File: src/rtl/tcu_host_sequencer_if.sv
// Host <-> TCU buffer and upstream/downstream stream bundle for tcu_host_sequencer.
// Handshake rule: a word moves on a rising clk edge where valid and ready are both high; valid never waits on ready.
interface tcu_host_sequencer_if #(
  parameter int DATA_W = 32
);
  logic              s_valid;
  logic              s_ready;
  logic [DATA_W-1:0] s_data;
  logic              valid_data;
  logic [DATA_W-1:0] tcu_abc_input;
  logic              tcu_enable;
  logic              result_valid;
  logic [DATA_W-1:0] tcu_d_output;
  logic              m_valid;
  logic              m_ready;
  logic [DATA_W-1:0] m_data;
  logic              m_last;

  // Sequencer view.
  modport master (
    input  s_valid, s_data, tcu_enable, tcu_d_output, m_ready,
    output s_ready, valid_data, tcu_abc_input, result_valid, m_valid, m_data, m_last
  );

  // Environment view: upstream source, TCU buffer and downstream sink.
  modport slave (
    output s_valid, s_data, tcu_enable, tcu_d_output, m_ready,
    input  s_ready, valid_data, tcu_abc_input, result_valid, m_valid, m_data, m_last
  );
endinterface

File: src/rtl/tcu_host_sequencer.sv
// Streams one operand batch into the TCU buffer, waits for enable plus compute latency,
// then drains the result words downstream while stepping the buffer read index.
module tcu_host_sequencer #(
  parameter int DATA_W      = 32,
  parameter int NUM_IN      = 96,
  parameter int NUM_OUT     = 32,
  parameter int COMPUTE_LAT = 8,
  parameter int EN_TIMEOUT  = 16
) (
  input  logic                  clk,
  input  logic                  rst,
  tcu_host_sequencer_if.master  bus,
  output logic                  busy,
  output logic                  done,
  output logic                  err,
  output logic [2:0]            state_dbg
);
  localparam int IN_W    = $clog2(NUM_IN);
  localparam int OUT_W   = $clog2(NUM_OUT);
  localparam int LAT_MAX = (EN_TIMEOUT > COMPUTE_LAT) ? EN_TIMEOUT : COMPUTE_LAT;
  localparam int LAT_W   = $clog2(LAT_MAX);

  typedef enum logic [2:0] {
    IDLE    = 3'd0,
    LOAD    = 3'd1,
    WAIT_EN = 3'd2,
    COMPUTE = 3'd3,
    DRAIN   = 3'd4
  } state_t;

  state_t              state, state_nxt;
  logic [IN_W-1:0]     in_cnt;
  logic [OUT_W-1:0]    out_cnt;
  logic [LAT_W-1:0]    lat_cnt;

  logic                s_ready_c, valid_data_c, m_valid_c, m_last_c, result_valid_c;
  logic [DATA_W-1:0]   abc_c, m_data_c;

  logic in_last, out_last, en_timeout, cmp_last;

  assign in_last    = (in_cnt == IN_W'(NUM_IN - 1));
  assign out_last   = (out_cnt == OUT_W'(NUM_OUT - 1));
  assign cmp_last   = (lat_cnt == LAT_W'(COMPUTE_LAT - 1));
  assign en_timeout = (state == WAIT_EN) && !bus.tcu_enable && (lat_cnt == LAT_W'(EN_TIMEOUT - 1));

  always_ff @(posedge clk or negedge rst) begin
    if (!rst) state <= IDLE;
    else      state <= state_nxt;
  end

  always_comb begin
    state_nxt = state;
    case (state)
      IDLE:    if (bus.s_valid) state_nxt = LOAD;
      LOAD:    if (valid_data_c && in_last) state_nxt = WAIT_EN;
      WAIT_EN: begin
        if (bus.tcu_enable)  state_nxt = COMPUTE;
        else if (en_timeout) state_nxt = IDLE;
      end
      COMPUTE: if (cmp_last) state_nxt = DRAIN;
      DRAIN:   if (result_valid_c && out_last) state_nxt = IDLE;
      default: state_nxt = IDLE;
    endcase
  end

  // Stream outputs are pure functions of state and the live handshake inputs.
  always_comb begin
    s_ready_c      = 1'b0;
    valid_data_c   = 1'b0;
    abc_c          = '0;
    m_valid_c      = 1'b0;
    m_data_c       = '0;
    m_last_c       = 1'b0;
    result_valid_c = 1'b0;
    case (state)
      LOAD: begin
        s_ready_c    = 1'b1;
        valid_data_c = bus.s_valid;
        abc_c        = bus.s_data;
      end
      DRAIN: begin
        m_valid_c      = 1'b1;
        m_data_c       = bus.tcu_d_output;
        m_last_c       = out_last;
        result_valid_c = bus.m_ready;
      end
      default: ;
    endcase
  end

  // Counters and flags; lat_cnt is shared by the enable wait and the compute delay.
  always_ff @(posedge clk or negedge rst) begin
    if (!rst) begin
      in_cnt  <= '0;
      out_cnt <= '0;
      lat_cnt <= '0;
      done    <= 1'b0;
      err     <= 1'b0;
    end else begin
      done <= result_valid_c && out_last;
      if (en_timeout) err <= 1'b1;
      if (valid_data_c)   in_cnt  <= in_last  ? '0 : in_cnt + IN_W'(1);
      if (result_valid_c) out_cnt <= out_last ? '0 : out_cnt + OUT_W'(1);
      case (state)
        WAIT_EN: lat_cnt <= (bus.tcu_enable || en_timeout) ? '0 : lat_cnt + LAT_W'(1);
        COMPUTE: lat_cnt <= cmp_last ? '0 : lat_cnt + LAT_W'(1);
        default: lat_cnt <= '0;
      endcase
    end
  end

  assign bus.s_ready       = s_ready_c;
  assign bus.valid_data    = valid_data_c;
  assign bus.tcu_abc_input = abc_c;
  assign bus.m_valid       = m_valid_c;
  assign bus.m_data        = m_data_c;
  assign bus.m_last        = m_last_c;
  assign bus.result_valid  = result_valid_c;
  assign busy              = (state != IDLE);
  assign state_dbg         = state;
endmodule

File: src/flat_wrapper.sv
// flat-port wrapper written by rule: the top's interface ports become plain ports
module tcu_host_sequencer_flat 
#(
  parameter int DATA_W      = 32,
  parameter int NUM_IN      = 96,
  parameter int NUM_OUT     = 32,
  parameter int COMPUTE_LAT = 8,
  parameter int EN_TIMEOUT  = 16
)
  (clk, rst, busy, done, err, state_dbg, bus_s_valid, bus_s_data, bus_tcu_enable, bus_tcu_d_output, bus_m_ready, bus_s_ready, bus_valid_data, bus_tcu_abc_input, bus_result_valid, bus_m_valid, bus_m_data, bus_m_last);
  tcu_host_sequencer_if #(.DATA_W(DATA_W)) bus_i ();
  input  logic clk;
  input  logic rst;
  output logic busy;
  output logic done;
  output logic err;
  output logic [2:0] state_dbg;
  input wire logic [$bits(bus_i.s_valid)-1:0] bus_s_valid;
  input wire logic [$bits(bus_i.s_data)-1:0] bus_s_data;
  input wire logic [$bits(bus_i.tcu_enable)-1:0] bus_tcu_enable;
  input wire logic [$bits(bus_i.tcu_d_output)-1:0] bus_tcu_d_output;
  input wire logic [$bits(bus_i.m_ready)-1:0] bus_m_ready;
  output wire logic [$bits(bus_i.s_ready)-1:0] bus_s_ready;
  output wire logic [$bits(bus_i.valid_data)-1:0] bus_valid_data;
  output wire logic [$bits(bus_i.tcu_abc_input)-1:0] bus_tcu_abc_input;
  output wire logic [$bits(bus_i.result_valid)-1:0] bus_result_valid;
  output wire logic [$bits(bus_i.m_valid)-1:0] bus_m_valid;
  output wire logic [$bits(bus_i.m_data)-1:0] bus_m_data;
  output wire logic [$bits(bus_i.m_last)-1:0] bus_m_last;
  assign bus_i.s_valid = bus_s_valid;
  assign bus_i.s_data = bus_s_data;
  assign bus_i.tcu_enable = bus_tcu_enable;
  assign bus_i.tcu_d_output = bus_tcu_d_output;
  assign bus_i.m_ready = bus_m_ready;
  assign bus_s_ready = bus_i.s_ready;
  assign bus_valid_data = bus_i.valid_data;
  assign bus_tcu_abc_input = bus_i.tcu_abc_input;
  assign bus_result_valid = bus_i.result_valid;
  assign bus_m_valid = bus_i.m_valid;
  assign bus_m_data = bus_i.m_data;
  assign bus_m_last = bus_i.m_last;
  tcu_host_sequencer #(.DATA_W(DATA_W), .NUM_IN(NUM_IN), .NUM_OUT(NUM_OUT), .COMPUTE_LAT(COMPUTE_LAT), .EN_TIMEOUT(EN_TIMEOUT)) u_core (.clk(clk), .rst(rst), .bus(bus_i), .busy(busy), .done(done), .err(err), .state_dbg(state_dbg));
endmodule
File: config.mk
export PLATFORM = sky130hd
export DESIGN_NAME = tcu_host_sequencer_flat
export DESIGN_NICKNAME = d
export VERILOG_FILES = /design/src/rtl/tcu_host_sequencer_if.sv /design/src/rtl/tcu_host_sequencer.sv /design/src/flat_wrapper.sv
export SDC_FILE = /design/constraint.sdc
export NUM_CORES = 1
export LEC_CHECK = 0
export ABC_AREA = 1
export CAP_MARGIN = 5
export CORE_MARGIN = 2
export CORE_UTILIZATION = 35
export CTS_BUF_LIST = sky130_fd_sc_hd__clkbuf_4 sky130_fd_sc_hd__clkbuf_8
export CTS_CLUSTER_DIAMETER = 60
export DETAILED_ROUTE_END_ITERATION = 8
export PLACE_DENSITY = 0.93
export SKIP_CTS_REPAIR_TIMING = 1
export SLEW_MARGIN = 10
export SYNTH_ARGS = -nofsm -noshare
export SYNTH_HDL_FRONTEND = slang
export SYNTH_SLANG_ARGS = --single-unit
File: constraint.sdc
create_clock -name clk -period 2.46 [get_ports clk]
set_input_delay 0.492 -clock clk [delete_from_list [all_inputs] [get_ports clk]]
set_output_delay 0.492 -clock clk [all_outputs]
set_load 0.05 [all_outputs]
After elaboration in Yosys (flattened, before gate mapping)
Cells that the tools add are included.
W data, S select, Z words.
{"block": "word_totals", "wordCells": 50, "ff_bits": 21, "input_bits": 69}
{"block": "classes", "addsub": 3, "eq_ne": 13, "mux": 19, "n_reduce_logical": 9}
{"operator": "$mux W32", "n": 2}
{"operator": "$mux W3", "n": 6}
{"operator": "$pmux W3 S5", "n": 1}
{"operator": "$mux W4", "n": 2}
{"operator": "$pmux W4 S2", "n": 1}
{"operator": "$add A7 B1 Y7 const B", "n": 1}
{"operator": "$eq A7 B7 Y1 const B", "n": 1}
{"operator": "$mux W7", "n": 1}
{"operator": "$eq A3 B2 Y1 const B", "n": 2}
{"operator": "$ne A2 B1 Y1 const B", "n": 3}
{"operator": "$add A5 B1 Y5 const B", "n": 1}
{"operator": "$eq A5 B5 Y1 const B", "n": 1}
{"operator": "$mux W1", "n": 5}
{"operator": "$mux W5", "n": 1}
{"operator": "$reduce_and A5 Y1", "n": 1}
{"operator": "$add A4 B1 Y4 const B", "n": 1}
{"operator": "$eq A4 B3 Y1 const B", "n": 1}
{"operator": "$eq A4 B4 Y1 const B", "n": 1}
{"operator": "$logic_and A1 B1 Y1", "n": 4}
{"operator": "$eq A3 B1 Y1 const B", "n": 1}
{"operator": "$eq A3 B3 Y1 const B", "n": 1}
{"operator": "$logic_not A3 Y1", "n": 1}
{"operator": "$ne A3 B2 Y1 const B", "n": 1}
{"operator": "$reduce_bool A3 Y1", "n": 1}
{"operator": "3 further kinds", "n": 3}

Depth between registers and ports, before layout
Gate-level depths: netlist of run 1.
{"block": "logic_depth", "depth_word": 6, "depth_mapped": 8, "ltp_nobuf": 8}

Worst setup path after synthesis of run 1
OpenSTA, ideal clock, no wires.
{"block": "synth_timing", "path_type": "register to output", "from": "reg u_core.state[2], in the netlist u_core.state_dbg[2]", "to": "out bus_tcu_abc_input[10]", "arrival_ps": 1831, "path_stages_with_launch": 5, "n_path_buf": 1, "setup_slack_ps": 137, "path_cell_list": "dfrtp_1 > nor2_2 > nand2_4 > buf_1 > nor2_1"}
{"block": "synth_between", "elab_chain_len": 2}
{"item": "start, declared", "line": "tcu_host_sequencer.sv:31", "source": "state_t state, state_nxt;"}
{"item": "start signal, assigned", "line": "tcu_host_sequencer.sv:48", "source": "else state <= state_nxt;"}
{"item": "$eq A3 B1 Y1", "line": "tcu_host_sequencer.sv:75", "source": "case (state)"}
{"item": "$mux W32", "line": "tcu_host_sequencer.sv:75"}
{"item": "end, declared", "line": "flat_wrapper.sv:25", "source": "output wire logic [$bits(bus_i.tcu_abc_input)-1:0] bus_tcu_abc_input;"}
Every way passes these cells.

Final worst setup path of run 1
{"block": "layout_timing", "from": "reg u_core.state[0], in the netlist u_core.state_dbg[0]", "to": "out busy"}
{"block": "layout_between", "elab_chain_len": 1}
{"item": "$reduce_bool A3 Y1", "line": "tcu_host_sequencer.sv:119", "source": "assign busy = (state != IDLE);"}
{"item": "end, declared", "line": "flat_wrapper.sv:14", "source": "output logic busy;"}
Every way passes these cells.

==> reports/metrics.json, run 1 <==
{
  "outcome": {"value": "finished, final reports clean"},
  "synth.most_common_cell": {"value": "nor2_1"},
  "cp_slowest_stage_delay": {"value": 830, "unit": "ps"},
  "primary_flip_flop_cell_chosen_by_synthesis_mapping": {"value": "dfrtp_1"},
  "cpLargestDelayFamily": {"value": "buffers and inverters"},
  "globalRouteMet2Util": {"value": 53.29, "unit": "%"},
  "syn_inst": {"value": 265},
  "die-height": {"value": 72.02, "unit": "µm"},
  "detail_route.wirelength": {"value": 6903, "unit": "µm"},
  "post-route-min-period": {"value": 2339, "unit": "ps"},
  "nNetsFinal": {"value": 482},
  "met1_track_demand_over_resource_in_global_routing": {"value": 28.11, "unit": "%"},
  "syn-num-nets": {"value": 338},
  "overflow": {"value": 0},
  "power.sequential.fraction": {"value": 14.3, "unit": "%"},
  "critPathRequiredTime": {"value": 1970, "unit": "ps"},
  "hpwlAfterDp": {"value": 5889, "unit": "µm"},
  "grt_max_degree": {"value": 36},
  "worst-slew-pin-transition": {"value": 522.8, "unit": "ps"},
  "synth_top_cells_by_count": {"value": "nor2_1, inv_1, nand2_1, dfrtp_1, o21ai_0"},
  "max_freq": {"value": 427.6, "unit": "MHz"},
  "cp_slowest_cell": {"value": "clkdlybuf4s50_1"},
  "detail_route.wl_per_cell": {"value": 15.01, "unit": "µm"},
  "rsz0062_at_grt": {"value": "no"},
  "synth.top_cell.area_share": {"value": 32.46, "unit": "%"},
  "synth_area_per_cell": {"value": 6.110, "unit": "µm²"},
  "ys_seq_area_share": {"value": 32.46, "unit": "%"},
  "hold_path.class": {"value": "flop to flop"},
  "timing.slew.headroom": {"value": 65.04, "unit": "%"},
  "power.leakage": {"value": 1.991, "unit": "nW"},
  "placed_cell_area": {"value": 3782, "unit": "µm²"},
  "drc": {"value": 0},
  "setup_slack": {"value": 121.3, "unit": "ps"},
  "yosysUniqueCellTypes": {"value": 25},
  "ys.warnings.count": {"value": 0},
  "core.rowCount": {"value": 24},
  "ant_nets": {"value": 0},
  "port-buffer-count": {"value": 143},
  "design.die.area": {"value": 5186, "unit": "µm²"},
  "global_route.usage.met3": {"value": 4.444, "unit": "%"},
  "route.detailed.vias_per_inst": {"value": 4.543},
  "power.clock.fraction": {"value": 5.8, "unit": "%"},
  "combPwrFrac": {"value": 79.9, "unit": "%"},
  "critPathArrivalTime": {"value": 1850, "unit": "ps"},
  "crit_chain": {"value": "inv_1 > nand2_1 > clkdlybuf4s50_1"},
  "groute.usage.overall": {"value": 26.37, "unit": "%"},
  "antennaDiodeCount": {"value": 0},
  "cts_made_buffers": {"value": 3},
  "worst_vdd_ir": {"value": 640.4, "unit": "µV"},
  "final_max_slew_viol_count": {"value": 0},
  "post-place-cells": {"value": 456},
  "max-cap-violations": {"value": 0},
  "num_vias": {"value": 2090},
  "mappedNetlistArea": {"value": 1619, "unit": "µm²"},
  "power_density": {"value": 1028, "unit": "nW/µm²"},
  "place_ws": {"value": 432.6, "unit": "ps"},
  "async_reset_ff_share": {"value": 100.0, "unit": "%"},
  "antenna_violations_before_repair": {"value": 0},
  "min_period_over_period": {"value": 95.07, "unit": "%"},
  "first_pass_grt_wire_length": {"value": 10670, "unit": "µm"},
  "count_of_non_filler_cells_in_the_finished_layout": {"value": 460},
  "worst-path-max-fanout": {"value": 5},
  "clock-skew-final": {"value": 3.443, "unit": "ps"},
  "timing.critical_path.from_type": {"value": "flop"},
  "clock_path_buffers": {"value": 2},
  "clkTransAtPathRegs": {"value": 70, "unit": "ps"},
  "p_sw": {"value": 2.087, "unit": "mW"},
  "post_route_cells_drive_above_1_share": {"value": 21.81, "unit": "%"},
  "synthTopCellsByArea": {"value": "dfrtp_1, nor2_1, inv_1"},
  "floorplan.core_area": {"value": 4414, "unit": "µm²"},
  "syn2layout_area_growth": {"value": 136.6, "unit": "%"},
  "number_of_flops_mapped_to_enable_cells_by_yosys": {"value": 0},
  "top_level_ports": {"value": 144},
  "setup_viol": {"value": 0},
  "hold_viol_final": {"value": 0},
  "numClockSinks": {"value": 21},
  "fin_area": {"value": 3831, "unit": "µm²"},
  "synth_area_leader_cell": {"value": "dfrtp_1"},
  "power_switching_share": {"value": 52.98, "unit": "%"},
  "timing.critical_path.buf_inv": {"value": 2},
  "globalplace.congestion": {"value": 0.8574},
  "setup.worst_path.end_class": {"value": "output pin"},
  "number_of_flip_flops_and_latches_in_the_synthesized_netlist": {"value": 21},
  "insertion_delay": {"value": 260, "unit": "ps"},
  "drtPass1Iterations": {"value": 4},
  "internal_power": {"value": 1.852, "unit": "mW"},
  "die_x": {"value": 72.02, "unit": "µm"},
  "cts_tree": {"value": "yes"},
  "cts.root.buffer_cell": {"value": "clkbuf_8"},
  "fin_setup_tns": {"value": 0, "unit": "ps"},
  "cts-htree-levels": {"value": 1},
  "first_global_vias": {"value": 2115},
  "category_of_the_most_critical_setup_path": {"value": "flop to output pin"},
  "grt_busiest_layer": {"value": "met2"},
  "detail_route.iter0.violations": {"value": 96},
  "initial_core_util": {"value": 36.68, "unit": "%"}
}
[cell families (layout without fill, tap and decap cells)]
| family | Yosys count | in the layout | synth area share (%) |
|---|---|---|---|
| compound gates | 15 | 15 | 5.410 |
| flops | 21 | 21 | 32.46 |
| buf+inv | 91 | 234 | 21.33 |
| xor+xnor | 4 | 4 | 2.164 |
| simple gates | 130 | 130 | 35.55 |
| fa+ha+maj | 4 | 4 | 3.091 |
[area by class of cell]
cell class,count,area (µm²)
Multi-Input combinational cell,153,748.2
Inverter,85,319.1
Sequential cell,21,525.5
Timing Repair Buffer,145,2125
Tap cell,52,65.06
Clock buffer,4,48.80
Fill cell,214,583.1
[final timing paths]
check,start,endpoint,slack (ps),depth (start not counted)
max,u_core.state_dbg[0],busy,120,3
min,u_core.err,u_core.err,490,1
max reg2reg,u_core.lat_cnt[0],u_core.state_dbg[0],640,7
min reg2reg,u_core.err,u_core.err,490,1
max in group asynchronous,rst,u_core.lat_cnt[1],1670,2
min in group asynchronous,rst,u_core.out_cnt[3],570,2
[state kept, by name, summed over array words and instances, names as in the netlist]
name              flops
u_core.done           1
u_core.err            1
u_core.in_cnt         7
u_core.lat_cnt        4
u_core.out_cnt        5
u_core.state_dbg      3
[power groups by stage]
stage               Combinational, mW  Sequential [mW]  Clock [mW]
finish                           3.15            0.563       0.229
global route                     3.29            0.571       0.247
CTS                              3.15            0.556       0.231
detailed placement               3.14            0.563           0
global placement                 3.04            0.541           0
floorplan                        1.57            0.616           0
[layer usage]
| layer | vias to the layer above | wire length (µm) |
|---|---|---|
| met2 | 86 | 4099 |
| met1 | 958 | 2332 |
| met5 | - | 0 |
| met4 | 0 | 106 |
| li1 | 1038 | - |
| met3 | 8 | 365 |
[metrics by stage]
step                hold WS [ps]  utilization (%)  power (mW)
finish                     493.3            86.79       3.938
floorplan                  196.4                -       2.188
CTS                        490.8            86.79       3.941
global placement           445.2            85.69       3.584
global route               507.6            86.79       4.104
detailed placement         475.0            85.69       3.699
[worst reg2reg max path, cell delays in order (launching register included)]
cell and delay [ps]:
dfrtp_1 410, ha_1 230, nand2_1 120, nor2_1 190, nor2_1 90, nor2_1 410
nand4_1 200, nand2_1 120
[placed cells by master (no fill, tap or decap), types with 2 or more instances in the layout]
cell type and n:
ha_1 4, xnor2_1 2, inv_1 82, nand2_1 24, nor2_1 86, nand3_1 4
clkbuf_8 3, buf_12 68, dfrtp_1 21, o21ai_0 6, a21oi_1 5, nand3_2 2
xor2_1 2, nand2_4 3, buf_4 3, clkdlybuf4s50_1 74, nand4_1 3, inv_2 3
nor3_1 4
Note: power is estimated with default switching activity, not from simulation.
==> run 2: changes to the inputs <==
--- a/config.mk
+++ b/config.mk
@@ -13,7 +13,6 @@
 export CTS_CLUSTER_DIAMETER = 60
 export DETAILED_ROUTE_END_ITERATION = 8
 export PLACE_DENSITY = 0.93
-export SKIP_CTS_REPAIR_TIMING = 1
 export SLEW_MARGIN = 10
 export SYNTH_ARGS = -nofsm -noshare
 export SYNTH_HDL_FRONTEND = slang
==> results of run 2 <==
The final DEF is identical to that of run 1; final timing and power are the same.
